<file path="src/rtl/boot_pkg.sv">
`default_nettype none
// ============================================================================
//  Module  : boot_pkg
//  Purpose : Shared definitions for the UART boot loader: loader state
//            encoding, frame-length field width and the default inter-byte
//            timeout.
//  Ports   : none (package)
//  Config  : BOOT_CHECKSUM_EN (used by uart_boot_loader; the CSUM state
//            encoding is always present so both builds share one state map)
//  Revision: 1.0 - initial release
// ============================================================================
package boot_pkg;

  // Width of the little-endian word-count field at the head of a frame.
  localparam int unsigned LEN_W = 16;

  // Default number of idle clocks tolerated between bytes of one frame.
  localparam int unsigned TIMEOUT_DEFAULT = 50000;

  typedef enum logic [2:0] {
    BOOT_IDLE   = 3'd0,
    BOOT_LEN_HI = 3'd1,
    BOOT_DATA   = 3'd2,
    BOOT_CSUM   = 3'd3,
    BOOT_DONE   = 3'd4,
    BOOT_ERR    = 3'd5
  } boot_state_e;

endpackage
`default_nettype wire

</file>
<file path="src/rtl/uart_boot_loader_if.sv">
`default_nettype none
// ============================================================================
//  Module  : uart_boot_loader_if
//  Purpose : Bundles the byte-receiver input, the instruction-memory write
//            port and the loader status lines of uart_boot_loader.
//  Signals : rx_en     receiver ready level; rising edge = new byte
//            rx_data   received byte, stable while rx_en high
//            mem_we    one-cycle instruction-memory write strobe
//            mem_addr  word write address (ADDR_W bits)
//            mem_wdata word write data
//            cpu_rst   active-high CPU reset
//            busy      frame in progress
//            done      last frame completed OK (sticky)
//            err       last frame aborted (sticky)
//  Modports: master - the loader (drives memory port and status)
//            slave  - the environment (drives receiver signals)
//  Revision: 1.0 - initial release
// ============================================================================
interface uart_boot_loader_if #(
  parameter int unsigned ADDR_W = 10
);
  logic              rx_en;
  logic [7:0]        rx_data;
  logic              mem_we;
  logic [ADDR_W-1:0] mem_addr;
  logic [31:0]       mem_wdata;
  logic              cpu_rst;
  logic              busy;
  logic              done;
  logic              err;

  modport master (
    input  rx_en,
    input  rx_data,
    output mem_we,
    output mem_addr,
    output mem_wdata,
    output cpu_rst,
    output busy,
    output done,
    output err
  );

  modport slave (
    output rx_en,
    output rx_data,
    input  mem_we,
    input  mem_addr,
    input  mem_wdata,
    input  cpu_rst,
    input  busy,
    input  done,
    input  err
  );
endinterface
`default_nettype wire

</file>
<file path="src/rtl/boot_byte_edge.sv">
`default_nettype none
// ============================================================================
//  Module  : boot_byte_edge
//  Purpose : Converts the receiver's rx_en ready level into a registered
//            one-cycle byte strobe and captures the accompanying byte.
//  Ports   : clk       system clock
//            rst       asynchronous active-high reset
//            rx_en     receiver ready level
//            rx_data   received byte
//            byte_stb  one-cycle pulse, one clock after rx_en rises
//            byte_data byte captured on the rising edge of rx_en
//  Revision: 1.0 - initial release
// ============================================================================
module boot_byte_edge (
  input  logic       clk,
  input  logic       rst,
  input  logic       rx_en,
  input  logic [7:0] rx_data,
  output logic       byte_stb,
  output logic [7:0] byte_data
);

  logic       r_rx_en_q;
  logic       r_byte_stb;
  logic [7:0] r_byte_data;
  logic       w_rise;

  assign w_rise = rx_en & ~r_rx_en_q;

  // r_rx_en_q resets high so a receiver already idling high when reset is
  // released is not mistaken for a fresh byte.
  always_ff @(posedge clk or posedge rst) begin
    if (rst) begin
      r_rx_en_q   <= 1'b1;
      r_byte_stb  <= 1'b0;
      r_byte_data <= 8'h00;
    end else begin
      r_rx_en_q  <= rx_en;
      r_byte_stb <= w_rise;
      if (w_rise) begin
        r_byte_data <= rx_data;
      end
    end
  end

  assign byte_stb  = r_byte_stb;
  assign byte_data = r_byte_data;

endmodule
`default_nettype wire

</file>
<file path="src/rtl/uart_boot_loader.sv">
`default_nettype none
// ============================================================================
//  Module  : uart_boot_loader
//  Purpose : Turns a UART byte stream into 32-bit instruction-memory word
//            writes and holds the CPU in reset until a program has loaded.
//            Frame: LEN_LO, LEN_HI (word count N), 4*N data bytes, each
//            word least-significant byte first.
//  Params  : ADDR_W    word-address width of instruction memory
//            BASE_ADDR word address of the first loaded word
//            TIMEOUT   max idle clocks between bytes inside a frame
//  Ports   : clk  system clock
//            rst  asynchronous active-high reset
//            bus  uart_boot_loader_if.master (receiver in, memory/status out)
//  Config  : BOOT_CHECKSUM_EN - when defined, a trailing byte equal to the
//            XOR of all preceding frame bytes must follow the data; a
//            mismatch ends the frame in error.
//  Revision: 1.0 - initial release
// ============================================================================
module uart_boot_loader
  import boot_pkg::*;
#(
  parameter int unsigned ADDR_W    = 10,
  parameter int unsigned BASE_ADDR = 0,
  parameter int unsigned TIMEOUT   = TIMEOUT_DEFAULT
) (
  input  logic               clk,
  input  logic               rst,
  uart_boot_loader_if.master bus
);

  localparam logic [2:0] ST_IDLE   = BOOT_IDLE;
  localparam logic [2:0] ST_LEN_HI = BOOT_LEN_HI;
  localparam logic [2:0] ST_DATA   = BOOT_DATA;
  localparam logic [2:0] ST_CSUM   = BOOT_CSUM;
  localparam logic [2:0] ST_DONE   = BOOT_DONE;
  localparam logic [2:0] ST_ERR    = BOOT_ERR;

  localparam int unsigned        c_GAP_W     = $clog2(TIMEOUT + 1);
  localparam logic [c_GAP_W-1:0] c_GAP_LAST  = c_GAP_W'(TIMEOUT - 1);
  localparam logic [32:0]        c_MAX_WORDS = 33'd1 << ADDR_W;

  // --------------------------------------------------------------------------
  // Byte strobe generation
  // --------------------------------------------------------------------------
  logic       w_byte_stb;
  logic [7:0] w_byte;

  boot_byte_edge u_byte_edge (
    .clk       (clk),
    .rst       (rst),
    .rx_en     (bus.rx_en),
    .rx_data   (bus.rx_data),
    .byte_stb  (w_byte_stb),
    .byte_data (w_byte)
  );

  // --------------------------------------------------------------------------
  // State and datapath registers
  // --------------------------------------------------------------------------
  logic [2:0]         r_state;
  logic [7:0]         r_len_lo;
  logic [LEN_W-1:0]   r_len;
  logic [LEN_W-1:0]   r_idx;
  logic [1:0]         r_bcnt;
  logic [31:0]        r_wdata;
  logic               r_we;
  logic [ADDR_W-1:0]  r_addr;
  logic [c_GAP_W-1:0] r_gap;
`ifdef BOOT_CHECKSUM_EN
  logic [7:0]         r_csum;
`endif

  logic [LEN_W-1:0] w_len;
  logic             w_len_too_big;
  logic             w_busy;
  logic             w_timeout;
  logic             w_last_word;

  assign w_len         = {w_byte, r_len_lo};
  assign w_len_too_big = {17'd0, w_len} > c_MAX_WORDS;
  assign w_busy        = (r_state == ST_LEN_HI) || (r_state == ST_DATA) ||
                         (r_state == ST_CSUM);
  // A byte arriving in the very cycle the gap limit is hit is dropped:
  // the timeout check takes priority over the strobe in the FSM below.
  assign w_timeout     = w_busy && (r_gap >= c_GAP_LAST);
  assign w_last_word   = (r_idx + LEN_W'(1)) == r_len;

  // --------------------------------------------------------------------------
  // Inter-byte gap counter: runs only while a frame is open.
  // --------------------------------------------------------------------------
  always_ff @(posedge clk or posedge rst) begin
    if (rst) begin
      r_gap <= '0;
    end else if (w_byte_stb || !w_busy || w_timeout) begin
      r_gap <= '0;
    end else begin
      r_gap <= r_gap + c_GAP_W'(1);
    end
  end

  // --------------------------------------------------------------------------
  // Frame FSM, word assembly and write strobe
  // --------------------------------------------------------------------------
  always_ff @(posedge clk or posedge rst) begin
    if (rst) begin
      r_state  <= ST_IDLE;
      r_len_lo <= 8'h00;
      r_len    <= '0;
      r_idx    <= '0;
      r_bcnt   <= 2'd0;
      r_wdata  <= 32'h0000_0000;
      r_we     <= 1'b0;
      r_addr   <= ADDR_W'(BASE_ADDR);
`ifdef BOOT_CHECKSUM_EN
      r_csum   <= 8'h00;
`endif
    end else begin
      r_we <= 1'b0;
      if (w_timeout) begin
        // Any partially assembled word is simply abandoned.
        r_state <= ST_ERR;
      end else if (w_byte_stb) begin
        case (r_state)
          // A byte outside a frame always opens a new one as LEN_LO.
          ST_IDLE, ST_DONE, ST_ERR: begin
            r_len_lo <= w_byte;
            r_state  <= ST_LEN_HI;
`ifdef BOOT_CHECKSUM_EN
            r_csum   <= w_byte;
`endif
          end
          ST_LEN_HI: begin
            r_len  <= w_len;
            r_idx  <= '0;
            r_bcnt <= 2'd0;
`ifdef BOOT_CHECKSUM_EN
            r_csum <= r_csum ^ w_byte;
`endif
            if (w_len == '0) begin
              r_state <= ST_DONE;
            end else if (w_len_too_big) begin
              r_state <= ST_ERR;
            end else begin
              r_state <= ST_DATA;
            end
          end
          ST_DATA: begin
            r_wdata <= {w_byte, r_wdata[31:8]};
            r_bcnt  <= r_bcnt + 2'd1;
`ifdef BOOT_CHECKSUM_EN
            r_csum  <= r_csum ^ w_byte;
`endif
            if (r_bcnt == 2'd3) begin
              r_we   <= 1'b1;
              // Truncation to ADDR_W gives the modulo wrap of the address.
              r_addr <= ADDR_W'(BASE_ADDR + 32'(r_idx));
              r_idx  <= r_idx + LEN_W'(1);
              if (w_last_word) begin
`ifdef BOOT_CHECKSUM_EN
                r_state <= ST_CSUM;
`else
                r_state <= ST_DONE;
`endif
              end
            end
          end
          ST_CSUM: begin
`ifdef BOOT_CHECKSUM_EN
            r_state <= (w_byte == r_csum) ? ST_DONE : ST_ERR;
`else
            r_state <= ST_ERR;
`endif
          end
          default: begin
            r_state <= ST_IDLE;
          end
        endcase
      end
    end
  end

  // --------------------------------------------------------------------------
  // Outputs: status lines decode straight from the registered state.
  // --------------------------------------------------------------------------
  assign bus.mem_we    = r_we;
  assign bus.mem_addr  = r_addr;
  assign bus.mem_wdata = r_wdata;
  assign bus.busy      = w_busy;
  assign bus.done      = (r_state == ST_DONE);
  assign bus.err       = (r_state == ST_ERR);
  assign bus.cpu_rst   = (r_state != ST_DONE);

endmodule
`default_nettype wire

</file>
<file path="src/flat_wrapper.sv">
// flat-port wrapper written by rule: the top's interface ports become plain ports
module uart_boot_loader_flat import boot_pkg::*;
#(
  parameter int unsigned ADDR_W    = 10,
  parameter int unsigned BASE_ADDR = 0,
  parameter int unsigned TIMEOUT   = TIMEOUT_DEFAULT
)
  (clk, rst, bus_rx_en, bus_rx_data, bus_mem_we, bus_mem_addr, bus_mem_wdata, bus_cpu_rst, bus_busy, bus_done, bus_err);
  uart_boot_loader_if #(.ADDR_W(ADDR_W)) bus_i ();
  input  logic clk;
  input  logic rst;
  input wire logic [$bits(bus_i.rx_en)-1:0] bus_rx_en;
  input wire logic [$bits(bus_i.rx_data)-1:0] bus_rx_data;
  output wire logic [$bits(bus_i.mem_we)-1:0] bus_mem_we;
  output wire logic [$bits(bus_i.mem_addr)-1:0] bus_mem_addr;
  output wire logic [$bits(bus_i.mem_wdata)-1:0] bus_mem_wdata;
  output wire logic [$bits(bus_i.cpu_rst)-1:0] bus_cpu_rst;
  output wire logic [$bits(bus_i.busy)-1:0] bus_busy;
  output wire logic [$bits(bus_i.done)-1:0] bus_done;
  output wire logic [$bits(bus_i.err)-1:0] bus_err;
  assign bus_i.rx_en = bus_rx_en;
  assign bus_i.rx_data = bus_rx_data;
  assign bus_mem_we = bus_i.mem_we;
  assign bus_mem_addr = bus_i.mem_addr;
  assign bus_mem_wdata = bus_i.mem_wdata;
  assign bus_cpu_rst = bus_i.cpu_rst;
  assign bus_busy = bus_i.busy;
  assign bus_done = bus_i.done;
  assign bus_err = bus_i.err;
  uart_boot_loader #(.ADDR_W(ADDR_W), .BASE_ADDR(BASE_ADDR), .TIMEOUT(TIMEOUT)) u_core (.clk(clk), .rst(rst), .bus(bus_i));
endmodule
</file>
<file path="config.mk">
export PLATFORM = sky130hd
export DESIGN_NAME = uart_boot_loader_flat
export DESIGN_NICKNAME = d
export VERILOG_FILES = /design/src/rtl/boot_pkg.sv /design/src/rtl/uart_boot_loader_if.sv /design/src/rtl/boot_byte_edge.sv /design/src/rtl/uart_boot_loader.sv /design/src/flat_wrapper.sv
export SDC_FILE = /design/constraint.sdc
export NUM_CORES = 1
export LEC_CHECK = 0
export CAP_MARGIN = 20
export CORE_MARGIN = 2
export CORE_UTILIZATION = 51
export DETAILED_ROUTE_END_ITERATION = 16
export GPL_ROUTABILITY_DRIVEN = 0
export PLACE_DENSITY = 0.81
export SLEW_MARGIN = 30
export SYNTH_ARGS = -nofsm -noshare
export SYNTH_HDL_FRONTEND = slang
export SYNTH_SLANG_ARGS = --single-unit
</file>
<file path="constraint.sdc">
create_clock -name clk -period 4.1 [get_ports clk]
set_input_delay 1.025 -clock clk [delete_from_list [all_inputs] [get_ports clk]]
set_output_delay 1.025 -clock clk [all_outputs]
set_load 0.005 [all_outputs]
</file>
=== After elaboration in Yosys (flattened, before gate mapping) ===
Cells that the tools add are included.

* Output and inout bits: 47
* Input port bits: 11
* Flip-flop bits (word level): 114
* Word-level logic and storage cells: 64

* Mux-type cells: 15
* Bitwise operators: 3
* $lt $le $gt $ge: 2
* $add $sub $neg: 3
* Reduce and logical (&&, ||, !) cells: 18
* Eq/ne operators: 11

{| class="wikitable"
|+ Operators with widths
! cell !! number
|-
| adder 16 x 1 -> 16 bit, second input constant || 2
|-
| two-way mux 16 bit || 2
|-
| case mux 16 bit (2 select lines) || 1
|-
| two-way mux 3 bit || 6
|-
| equality test 16 bit || 1
|-
| greater-or-equal comparator 16 bit, second input constant || 1
|-
| > comparator 16 x 11 -> 1 bit, second input constant || 1
|-
| logical NOT 16 bit || 1
|-
| AND reduction 3 bit || 5
|-
| case mux 3 bit (4 select lines) || 1
|-
| AND reduction 4 bit || 2
|-
| equality test 3 x 2 -> 1 bit, second input constant || 2
|-
| equality test 3 bit, second input constant || 2
|-
| logical OR 1 bit || 4
|-
| two-way mux 1 bit || 4
|-
| case mux 2 bit (2 select lines) || 1
|-
| nonzero test 2 bit || 2
|-
| equality test 3 x 1 -> 1 bit, second input constant || 1
|-
| logical NOT 3 bit || 1
|-
| inequality test 3 x 1 -> 1 bit, second input constant || 1
|-
| inequality test 3 x 2 -> 1 bit, second input constant || 1
|-
| inequality test 3 bit, second input constant || 1
|-
| OR reduction 3 bit || 1
|-
| adder 2 x 1 -> 2 bit, second input constant || 1
|-
| 6 further kinds || 7
|}

=== Longest topological paths before layout ===
* Depth after elaboration: 7
* Depth in mapped cells: 8

=== By module ===
From an unflattened synthesis, not the netlist that was laid out.

* Cell total of the unflattened synthesis: 487
* Area, all modules: 5356.4 sq um

{| class="wikitable"
|+ Modules (own cells, without submodules)
! module !! area each (sq um) !! sequential area each (sq um) !! times used !! cells an instance
|-
| uart_boot_loader || 4947.2 || 2602.5 || 1 || 466
|-
| boot_byte_edge || 409.1 || 251.5 || 1 || 21
|}

=== Worst setup path after synthesis ===
Ideal clock, no wire load.

* Path type: reg2reg
* Start point: reg u_core.r_gap[0]
* End point: reg u_core.r_wdata[24] (netlist: u_core.bus.mem_wdata[24])
* Data arrival time: 2086 ps
* Clock period less this slack: 2211 ps
* Cell stages (with the launch flop): 8
* Path buffers: 1
* Library setup time: 125 ps
* Slack: 1889 ps
* Cell sequence: dfrtp_1 ha_1 a311o_1 a21oi_1 o21bai_1 a211oi_2 buf_4 mux2_2

* Word-level cells in the longest chain between the ends: 4

{| class="wikitable"
|+ Ends and longest elaborated chain
! item !! RTL line !! RTL
|-
| from (decl) || uart_boot_loader.sv:68 || <nowiki>logic [c_GAP_W-1:0] r_gap;</nowiki>
|-
| from (signal assigned) || uart_boot_loader.sv:97 || <nowiki>r_gap <= r_gap + c_GAP_W'(1);</nowiki>
|-
| greater-or-equal comparator 16 bit || uart_boot_loader.sv:85 || <nowiki>assign w_timeout = w_busy && (r_gap >= c_GAP_LAST);</nowiki>
|-
| logical AND 1 bit || uart_boot_loader.sv:85 ||
|-
| inverter 1 bit (no line) || n/a ||
|-
| AND reduction 3 bit (no line) || n/a ||
|-
| to (signal assigned) || uart_boot_loader.sv:148 || <nowiki>r_wdata <= {w_byte, r_wdata[31:8]};</nowiki>
|-
| to (decl) || uart_boot_loader.sv:65 || <nowiki>logic [31:0] r_wdata;</nowiki>
|}

Every way passes these cells.
A chain may end at the register's enable or synchronous reset.

=== Final worst setup path ===
* Start point: reg u_core.r_state[0]
* End point: out bus_busy

* Word-level cells in the longest chain between the ends: 3
* Elaborated cells between the ends (all ways): 5
* Classes of those cells: eq/ne (3); reduce/logical (2)

{| class="wikitable"
|+ Ends and longest elaborated chain
! item !! RTL line !! RTL
|-
| from (decl) || uart_boot_loader.sv:60 || <nowiki>logic [2:0] r_state;</nowiki>
|-
| from (signal assigned) || uart_boot_loader.sv:106 || <nowiki>r_state <= ST_IDLE;</nowiki>
|-
| from (signal assigned) || uart_boot_loader.sv:121 || <nowiki>r_state <= ST_ERR;</nowiki>
|-
| from (signal assigned) || uart_boot_loader.sv:127 || <nowiki>r_state <= ST_LEN_HI;</nowiki>
|-
| equality test 3 x 1 -> 1 bit or equality test 3 x 2 -> 1 bit (tied branches) || uart_boot_loader.sv:81 || <nowiki>assign w_busy = (r_state == ST_LEN_HI) || (r_state == ST_DATA) ||</nowiki>
|-
| logical OR 1 bit || uart_boot_loader.sv:81 ||
|-
| logical OR 1 bit * || uart_boot_loader.sv:81 ||
|-
| to (decl) || flat_wrapper.sv:18 || <nowiki>output wire logic [$bits(bus_i.busy)-1:0] bus_busy;</nowiki>
|}

Mark *: on every way between the ends. The rest lies on a longest branch, timed or not.

==> reports/qor.yml <==
clock_network:
  clock_path_buffers: 2
  clock_sinks: 114
  cts_root_buf: "clkbuf_8"
  path_clk_slew_ns: 0.06
  postCtsHoldBufs: 0
  cts_resized: 0
  cts_buffers: 17
  cts_tree: "built"
  postCtsSetupRepairBufs: 0
  clk_latency_ns: 0.52
  htreeDepth: 4
timing:
  fin_skew_ns: 0.00796
  drv_slew: 0
  timing.slew.headroom_pct: 36.7
  fmax_mhz: 340
  rsz0062_at_grt: "false"
  final.min_clock_period_ns: 2.94
  hold_viol: 0
  period_share_pct: 71.7
  worst_pin_slew_ns: 0.950
  finalSetupViolations: 0
  fin_tns_setup_ns: 0
die:
  ios: 58
  fp-row-count: 37
  dieArea_um2: 11400
  fp.dieH_um: 107
  die_x_um: 107
  core_area_um2: 10300
  start_util_pct: 52.4
route:
  initialDrtViolationCount: 319
  wl_met3_um: 695
  num_vias: 3943
  firstDrtPassIters: 5
  drc_errors: 0
  highest_layer: "met4"
  wl_per_cell_um: 17.6
  wl_mm: 11.9
  viasPerCell: 5.85
  met2_length_mm: 5.82
  antenna_left: 0
  met1_length_mm: 4.98
synth:
  synthTopCellsByArea: "dfrtp_1, mux2_2, xnor2_1"
  synth_nets: 483
  yosysWarningCount: 0
  ys.flop_type: "dfrtp_1"
  synth-async-reset-ratio_pct: 100
  seq_area_frac_synth_pct: 53.0
  ys_ff_latch: 114
  syn_avg_cell_area_um2: 11.5
  syn_inst: 469
  synth_area_leader_cell: "dfrtp_1"
  synth_edf_count: 0
  synth_cell_types: 60
  yosysTopAreaCellShare_pct: 52.5
  syn_area_um2: 5390
global_routing:
  grt_max_degree: 56
  grt_util_all_layers_pct: 22.3
  grt-ovfl-total: 0
  grt_pass1_vias: 3998
  antenna_found_initial: 0
  grt_pass1_wl_mm: 19.8
placed_design:
  hpwl_mm: 7.60
  port_buffers: 57
layout:
  final_layout_size_suffix_gt1_share_pct: 20.4
  layout_common_cells: "dfrtp_1, mux2_2, clkdlybuf4s50_1"
  fin_util_pct: 64.5
  num_antenna_cells: 0
  nets: 539
  layout_commonest_cell: "dfrtp_1"
  area_growth_pct: 23.1
  regArea_um2: 2850
  fillers: 757
  multi_input_area_um2: 2370
power_and_ir_drop:
  p_per_area_nw_per_um2: 527
  p_leak_nw: 2.90
  ir_drop_uv: 316
job:
  cap_violations: 0
critical_path:
  path_class: "reg2out"
  cp.arrival_ns: 1.92
  worstPathRequired_ns: 3.07
  start_kind: "register"
  worst_setup_path_end_kind: "output port"
  path_max_fanout: 8
status:
  status: "completed"
min_path:
  min_path_type: "reg2reg"
[metal layers]
layer / vias up / track usage (%)
met4: 0 / 10.6
met1: 1961 / 27.5
met2: 149 / 36.6
met3: 30 / 6.14
met5: - / 0
li1: 1803 / -
[sequential cells by signal (all words and copies together) (netlist names)]
register                      cells
u_core.u_byte_edge.byte_data      8
u_core.u_byte_edge.r_rx_en_q      1
u_core.u_byte_edge.byte_stb       1
u_core.bus.mem_addr              10
u_core.r_len_lo                   8
u_core.bus.mem_we                 1
u_core.r_state                    3
u_core.r_bcnt                     2
u_core.r_gap                     16
u_core.bus.mem_wdata             32
u_core.r_idx                     16
u_core.r_len                     16
[critical path: stages, from the launching register on]
cell and delay (ns):
dfrtp_1 0.47, nor2_1 0.12, nor2_1 0.25, clkdlybuf4s50_1 0.56
[report_power, final]
group          switching [W]  internal (W)
Clock               0.000546      0.000886
Sequential          0.000177       0.00130
Combinational       0.000275      0.000318
Total               0.000997       0.00250
[cells by family after synthesis]
kind of cell    share of synthesized area (%)
mux                                      15.2
compound gates                           9.17
flops                                    53.0
simple gates                             13.8
xor+xnor                                 4.88
fa+ha+maj                               0.697
buf+inv                                  3.32
[per-stage QoR]
stage	area [um^2]	total power (W)	worst slack, ns	cells	hold WS, ns
floorplan	5390	0.00187	0.0609	469	0.425
global placement	6050	0.00203	1.54	642	0.441
detailed placement	6050	0.00206	1.45	642	0.452
CTS	6630	0.00351	1.15	674	0.461
global route	6630	0.00366	1.02	674	0.483
finish	6630	0.00350	1.16	674	0.458
[final timing paths]
path | to | from | cells past startpoint | slack (ns)
setup / recovery | bus_busy | u_core.r_state[0]$_DFFE_PP0P_ | 3 | 1.16
hold / removal | u_core.r_gap[0]$_DFF_PP0_ | u_core.r_gap[0]$_DFF_PP0_ | 1 | 0.46
setup reg to reg | u_core.r_state[2]$_DFFE_PP0P_ | u_core.r_idx[3]$_DFFE_PP0P_ | 6 | 1.52
hold reg to reg | u_core.r_gap[0]$_DFF_PP0_ | u_core.r_gap[0]$_DFF_PP0_ | 1 | 0.46
max in group asynchronous | u_core.r_len[7]$_DFFE_PP0P_ | rst | 3 | 2.29
min in group asynchronous | u_core.bus.mem_wdata[2]$_DFFE_PP0P_ | rst | 2 | 0.98
[synthesized netlist by cell type (2+ instances only)]
cell type and instances:
and4_1 4, o41ai_1 4, clkbuf_2 2, xnor2_1 20, or2b_2 2, nand2b_1 4, a21oi_1 10, clkbuf_1 12
mux2_1 11, nand3_1 18, ha_1 3, o2111ai_1 3, and2_1 3, mux2_2 60, nand2_1 22, and3_1 13
o211ai_1 2, nor3b_1 2, xor2_1 10, or4_1 4, nand3b_1 4, buf_4 5, buf_2 5, a31oi_1 5
mux2i_1 2, a22o_1 2, inv_1 10, o32ai_1 2, o21ai_1 2, o31ai_1 7, nand4_1 6, o21ai_0 28
nor2b_1 4, nor2_1 36, or3_1 2, dfrtp_1 113, nor4_1 4
[cell type report]
cell class                 count  area share [%]
timing repair buffer          63            9.28
inverter                      10           0.604
multi-input combinational    319            35.7
clock inverter                14            2.36
sequential                   114            43.0
tap                          136            2.57
clock buffer                  18            6.45
No activity file was read; power rests on OpenSTA's default activity.
